### src/rtl/memory_arbiter.sv
// Two-port (I-cache / D-cache) arbiter in front of a single line-wide backing memory.
// Define MEMORY_ARBITER_ROUND_ROBIN_EN for round-robin arbitration; the default gives the data cache fixed priority.
module memory_arbiter #(
   parameter int ADDRESS_SIZE    = 12,
   parameter int CACHE_LINE_SIZE = 128
) (
   input  logic                       clk,
   input  logic                       reset,
   input  logic                       req0_valid,
   input  logic                       req0_op,
   input  logic [ADDRESS_SIZE-1:0]    req0_address,
   input  logic [CACHE_LINE_SIZE-1:0] req0_data_in,
   input  logic                       req1_valid,
   input  logic                       req1_op,
   input  logic [ADDRESS_SIZE-1:0]    req1_address,
   input  logic [CACHE_LINE_SIZE-1:0] req1_data_in,
   output logic                       req0_accept,
   output logic                       req1_accept,
   output logic                       req0_done,
   output logic                       req1_done,
   output logic [CACHE_LINE_SIZE-1:0] resp_data,
   output logic                       mem_enable,
   output logic                       mem_op,
   output logic                       mem_op_init,
   output logic                       mem_op_done,
   output logic [ADDRESS_SIZE-1:0]    mem_address,
   output logic [CACHE_LINE_SIZE-1:0] mem_data_in,
   input  logic [CACHE_LINE_SIZE-1:0] mem_data_out,
   input  logic                       mem_data_ready
);

   typedef enum logic [1:0] {IDLE, ISSUE, WAIT, RELEASE} state_t;

   state_t                     state_q, state_d;
   logic                       grant;
   logic                       pick;
   logic                       memDone;
   logic                       winner_q;
   logic                       accept0_q, accept1_q;
   logic                       done0_q, done1_q;
   logic                       memOpDone_q;
   logic                       memOp_q;
   logic [ADDRESS_SIZE-1:0]    memAddress_q;
   logic [CACHE_LINE_SIZE-1:0] memDataIn_q;
   logic [CACHE_LINE_SIZE-1:0] respData_q;
`ifdef MEMORY_ARBITER_ROUND_ROBIN_EN
   logic                       lastGrant_q;
`endif

   // pick = 1 selects port 1; only meaningful while grant is high
   always_comb begin
      grant = (state_q == IDLE) && (req0_valid || req1_valid);
`ifdef MEMORY_ARBITER_ROUND_ROBIN_EN
      pick = (req0_valid && req1_valid) ? ~lastGrant_q : req1_valid;
`else
      pick = req1_valid;
`endif
   end

   always_comb begin
      state_d = state_q;
      memDone = 1'b0;
      case (state_q)
         IDLE:    if (grant) state_d = ISSUE;
         ISSUE:   state_d = WAIT;
         WAIT: begin
            if (mem_data_ready) begin
               memDone = 1'b1;
               state_d = RELEASE;
            end
         end
         RELEASE: if (!mem_data_ready) state_d = IDLE;
         default: state_d = IDLE;
      endcase
   end

   always_ff @(posedge clk) begin
      if (reset) begin
         state_q      <= IDLE;
         winner_q     <= 1'b0;
         accept0_q    <= 1'b0;
         accept1_q    <= 1'b0;
         done0_q      <= 1'b0;
         done1_q      <= 1'b0;
         memOpDone_q  <= 1'b0;
         memOp_q      <= 1'b0;
         memAddress_q <= '0;
         memDataIn_q  <= '0;
         respData_q   <= '0;
`ifdef MEMORY_ARBITER_ROUND_ROBIN_EN
         lastGrant_q  <= 1'b0;
`endif
      end else begin
         state_q     <= state_d;
         accept0_q   <= grant && !pick;
         accept1_q   <= grant && pick;
         done0_q     <= memDone && !winner_q;
         done1_q     <= memDone && winner_q;
         memOpDone_q <= memDone;
         if (grant) begin
            winner_q     <= pick;
            memOp_q      <= pick ? req1_op      : req0_op;
            memAddress_q <= pick ? req1_address : req0_address;
            memDataIn_q  <= pick ? req1_data_in : req0_data_in;
`ifdef MEMORY_ARBITER_ROUND_ROBIN_EN
            lastGrant_q  <= pick;
`endif
         end
         if (memDone && !memOp_q) respData_q <= mem_data_out;
      end
   end

   assign req0_accept = accept0_q;
   assign req1_accept = accept1_q;
   assign req0_done   = done0_q;
   assign req1_done   = done1_q;
   assign mem_op_done = memOpDone_q;
   assign mem_op      = memOp_q;
   assign mem_address = memAddress_q;
   assign mem_data_in = memDataIn_q;
   assign resp_data   = respData_q;
   assign mem_op_init = (state_q == ISSUE);
   assign mem_enable  = (state_q == ISSUE) || ((state_q == WAIT) && !mem_data_ready);

endmodule

### config.mk
export PLATFORM = sky130hd
export DESIGN_NAME = memory_arbiter
export DESIGN_NICKNAME = d
export VERILOG_FILES = /design/src/rtl/memory_arbiter.sv
export SDC_FILE = /design/constraint.sdc
export NUM_CORES = 1
export LEC_CHECK = 0
export ABC_AREA = 1
export CELL_PAD_IN_SITES_DETAIL_PLACEMENT = 1
export CELL_PAD_IN_SITES_GLOBAL_PLACEMENT = 1
export CORE_AREA = 2 2 268 270
export DETAILED_ROUTE_END_ITERATION = 16
export DIE_AREA = 0 0 270 272
export PLACE_DENSITY = 0.62
export SLEW_MARGIN = 20
export SYNTH_ARGS = -nofsm -noshare
export SYNTH_HDL_FRONTEND = slang
export SYNTH_SLANG_ARGS = --single-unit
### constraint.sdc
create_clock -name clk -period 4.3 [get_ports clk]
set_input_delay 0.86 -clock clk [delete_from_list [all_inputs] [get_ports clk]]
set_output_delay 0.86 -clock clk [all_outputs]
set_load 0.05 [all_outputs]
# [Word level (Yosys, flattened, before mapping)]
# Index checks and enable logic that the tools add are counted.
[word_totals] regBits=277 mem_count=0 mem_bits_ro=0 latch_bits=0 wordCells=41 mem_bits_rw=0
[classes] n_shift=0 n_bitwise=0 order_cmp=0 multipliers=0 add_sub_neg=0 n_eq_ne=6 n_div=0 muxes=9 n_reduce_logical=15
[ops] operator="128-bit 2-to-1 mux" count=1
[ops] operator="12-bit 2-to-1 mux" count=1
[ops] operator="2-bit case mux with 4 select lines" count=1
[ops] operator="1-bit logical AND" count=7
[ops] operator="2-bit 2-to-1 mux" count=3
[ops] operator="2-bit != test, second input constant" count=3
[ops] operator="2-bit == test, second input constant" count=2
[ops] operator="1-bit zero test" count=4
[ops] operator="1-bit 2-to-1 mux" count=3
[ops] operator="3-bit AND reduction" count=1
[ops] operator="2-bit by 1-bit == test with 1-bit output, second input constant" count=1
[ops] operator="2-bit zero test" count=1
[ops] operator="1-bit logical OR" count=2

# [Depth between registers and ports, before layout]
[depth] depth_word=4 mapped_depth=9 depth_no_buf=8

# [Least setup slack after synthesis]
# No wires, ideal clock.
[synth_path] kind="input -> output" from="input port mem_data_ready" to="output port mem_enable" stages=2 arrival_ps=1284 n_path_buf=0 path_slack_ps=2156 path_cell_list="nor2_1 -> or2_2"
[synth_via] elab_chain_len=3
[synth_rtl] item="start, declared" line="29" source="input logic mem_data_ready"
[synth_rtl] item="1-bit zero test" line="123" source="assign mem_enable = (state_q == ISSUE) || ((state_q == WAIT) && !mem_data_ready);"
[synth_rtl] item="1-bit logical AND" line="123"
[synth_rtl] item="1-bit logical OR" line="123"
[synth_rtl] item="end, declared" line="22" source="output logic mem_enable,"
# No other way between the ends.

# [Worst setup path in the final report]
# Same ends and word-level chain as after synthesis.

==> run summary <==
OUTCOME
--------------------------------------------------------------------------------
Result of the run ................................................. complete, no violations

DRT
--------------------------------------------------------------------------------
Detail-routed net length per standard cell ........................      16.7 um
Initial DRC Count .................................................          533
Count of unresolved DRC violations after routing ..................            0
Final antenna-violating net count .................................            0
1st-pass router iterations ........................................            5
Via total after detailed routing ..................................        13200
Vias/cell .........................................................         4.03
Routed Wire Length ................................................     54800 um

TIMING
--------------------------------------------------------------------------------
Final number of max-transition violations .........................            0
Setup total negative slack ........................................         0 ns
Unrepaired setup endpoints after global routing ...................        false
Final critical-path share of the clock period .....................        79.4%
Number of setup violations in the final report ....................            0
Skew final ........................................................    0.0159 ns
Final critical-path setup slack ...................................     0.886 ns
Worst slew pin tran ...............................................     0.957 ns
Top achievable clock speed ........................................      293 MHz
Worst hold slack after final layout ...............................     0.464 ns
Relative slew slack ...............................................        36.2%
Number of failing hold endpoints at the final stage ...............            0
Min cycle time layout .............................................      3.41 ns

CTS
--------------------------------------------------------------------------------
Cells resized by post-CTS repair ..................................            0
CTS root buf ...................................................... sky130_fd_sc_hd__clkbuf_16
Number of buffers added for setup after CTS .......................            0
CTS tree ..........................................................        built
Clock slew at reported path FFs ...................................      0.05 ns
Clock tree buffer depth ...........................................            3
Number of H-tree branching levels .................................            2
Clock buffers created by TritonCTS ................................           37
Insertion delay to the later sink of the worst-skew pair ..........      0.54 ns
Cts hold-fix bufs .................................................            0
Number of sinks on the clock net ..................................          277

SYNTH
--------------------------------------------------------------------------------
Share of the synthesized area in the top cell type ................        49.1%
Yosys warnings ....................................................            0
Cell variety after synth ..........................................           23
Cell taking the most area after synthesis ......................... sky130_fd_sc_hd__dfxtp_1
Sequential area share after synthesis .............................        49.1%
Synth Area per Inst ...............................................     6.75 um2
Synthesized netlist net count .....................................         2093
Syn Inst Count ....................................................         1673
Post-Synthesis Cell Area ..........................................    11300 um2
Most area-consuming cells after synthesis ......................... sky130_fd_sc_hd__dfxtp_1 49%, sky130_fd_sc_hd__nand2_1 24%, sky130_fd_sc_hd__nor2_1 8.9%, sky130_fd_sc_hd__a21oi_1 6.3%, sky130_fd_sc_hd__o21ai_0 5.6%
Yosys reg bits ....................................................          277

PLACE
--------------------------------------------------------------------------------
Total instance count after detailed placement .....................         3205
Final HPWL from detailed placement ................................     39600 um
IO buf count ......................................................          690
Post-Place Setup Slack ............................................     0.907 ns
Final Wtd Congestion ..............................................        0.875
Total placed instance area ........................................    19000 um2

FLOORPLANNING
--------------------------------------------------------------------------------
Die span in x .....................................................       270 um
# IOs .............................................................          691
Starting density of the core ......................................        16.0%
Total die area ....................................................    73400 um2
Core footprint ....................................................    70800 um2
DIE HEIGHT ........................................................       272 um
Placement row count ...............................................           98

GLOBAL ROUTE
--------------------------------------------------------------------------------
Grt ovf ...........................................................            0
Number of antenna violations at the first check in global routing .            4
Pin count of the biggest net entering global routing ..............          148
Vias in the first global route ....................................        13900
Global router's overall resource usage ............................        14.2%
Global-route wire length before repair ............................     82500 um

SETUP PATH
--------------------------------------------------------------------------------
Crit Path Class ...................................................       in2out
Required time reported for the critical path endpoint .............      3.44 ns
Critical Path End Type ............................................  output port
CP arrival ........................................................      2.55 ns
Worst Path Max Fanout .............................................            4
Kind of start point of the critical path ..........................    input pin

FINAL LAYOUT
--------------------------------------------------------------------------------
Final-layout fill cell count ......................................         8516
Post-layout nets ..................................................         2714
Sequential Area ...................................................     5550 um2
Post-route core utilization .......................................        28.6%
Cell Count, Final, Fillers Out ....................................         3270
Multi-input logic area ............................................     5170 um2
Share of layout cells above drive strength 1 ......................        3.11%
Finished layout cell area .........................................    20200 um2
Synth-to-Final Area Change ........................................        79.1%

PWR
--------------------------------------------------------------------------------
Total chip power ..................................................      11.6 mW
Leakage component of the power ....................................      8.30 nW
Ratio of total power to cell area .................................   571 nW/um2
Worst-case vdd ir drop ............................................   0.000331 V

JOB
--------------------------------------------------------------------------------
Max-Cap Viols .....................................................            0

MIN PATH
--------------------------------------------------------------------------------
Min-delay worst type ..............................................      reg2reg

cells in the mapped netlist (all sizes together):
cell / n
inv: 12
nand2: 715
o21ai: 128
buf: 51
dfxtp: 277
nand3: 3
nor3: 2
nor2: 268
a21oi: 142
or2: 1
clkbuf: 68
ha: 5
nor3b: 1
sequential cells by signal (all words and copies together) (netlist names):
signal and count:
mem_op 1, mem_address 12, req1_done 1, req1_accept 1
resp_data 128, state_q 2, winner_q 1, req0_done 1
mem_data_in 128, req0_accept 1, mem_op_done 1
placed cells by master, fill, tap and decap left out, drive strengths merged, types with 3 or more instances in the layout:
| master | instances |
|---|---|
| nor2 | 268 |
| inv | 12 |
| ha | 5 |
| clkdlybuf4s50 | 688 |
| dfxtp | 277 |
| a21oi | 142 |
| nand3 | 3 |
| clkbuf | 60 |
| buf | 13 |
| o21ai | 128 |
| nand2 | 715 |
worst max-delay path, stage by stage:
cell	delay, ns
sky130_fd_sc_hd__clkdlybuf4s50_1	0.58
sky130_fd_sc_hd__nor2_1	0.11
sky130_fd_sc_hd__or2_2	0.29
sky130_fd_sc_hd__clkdlybuf4s50_1	0.71
area by class of cell:
| type | instances | share of cell area [%] |
|---|---|---|
| antenna | 2 | 0.0247 |
| clock buffer | 60 | 5.61 |
| clock inverter | 3 | 0.217 |
| inverter | 12 | 0.254 |
| multi-input combinational | 1265 | 25.6 |
| sequential | 277 | 27.4 |
| tap | 950 | 5.88 |
| timing repair buffer | 701 | 35.0 |
layer usage:
metal	part of all wire, %	global-route usage, %	vias up
met5	0.020	0	-
met4	3.6	5.50	2
met3	6.3	4.16	100
met2	49	25.3	425
met1	41	16.0	6200
li1	-	-	6462
final timing paths:
path,start,to,slack (ns),cells after the start
worst max-delay path,mem_data_ready,mem_enable,0.89,4
worst min-delay path,mem_data_in[46],mem_data_in[46],0.46,2
worst max register to register,state_q[0],resp_data[57],2.14,8
worst min register to register,mem_data_in[46],mem_data_in[46],0.46,2
cells by family (layout without fill, tap and decap cells):
group / count (synthesis) / in the layout / share of synthesized area (%)
AOI/OAI and AO/OA: 270 / 270 / 12.0
adders and majority gates: 5 / 5 / 0.554
buffers and inverters: 131 / 776 / 5.24
DFF: 277 / 277 / 49.1
other: 0 / 2 / 0
and+or+nand+nor: 990 / 990 / 33.1
power by group:
group          total [mW]  switching, mW  internal [mW]
Combinational        5.14           3.48           1.66
Sequential           3.38          0.278           3.10
Clock                3.04           1.19           1.85
Total                11.6           4.95           6.61
Power figures use the tool's default switching activity.
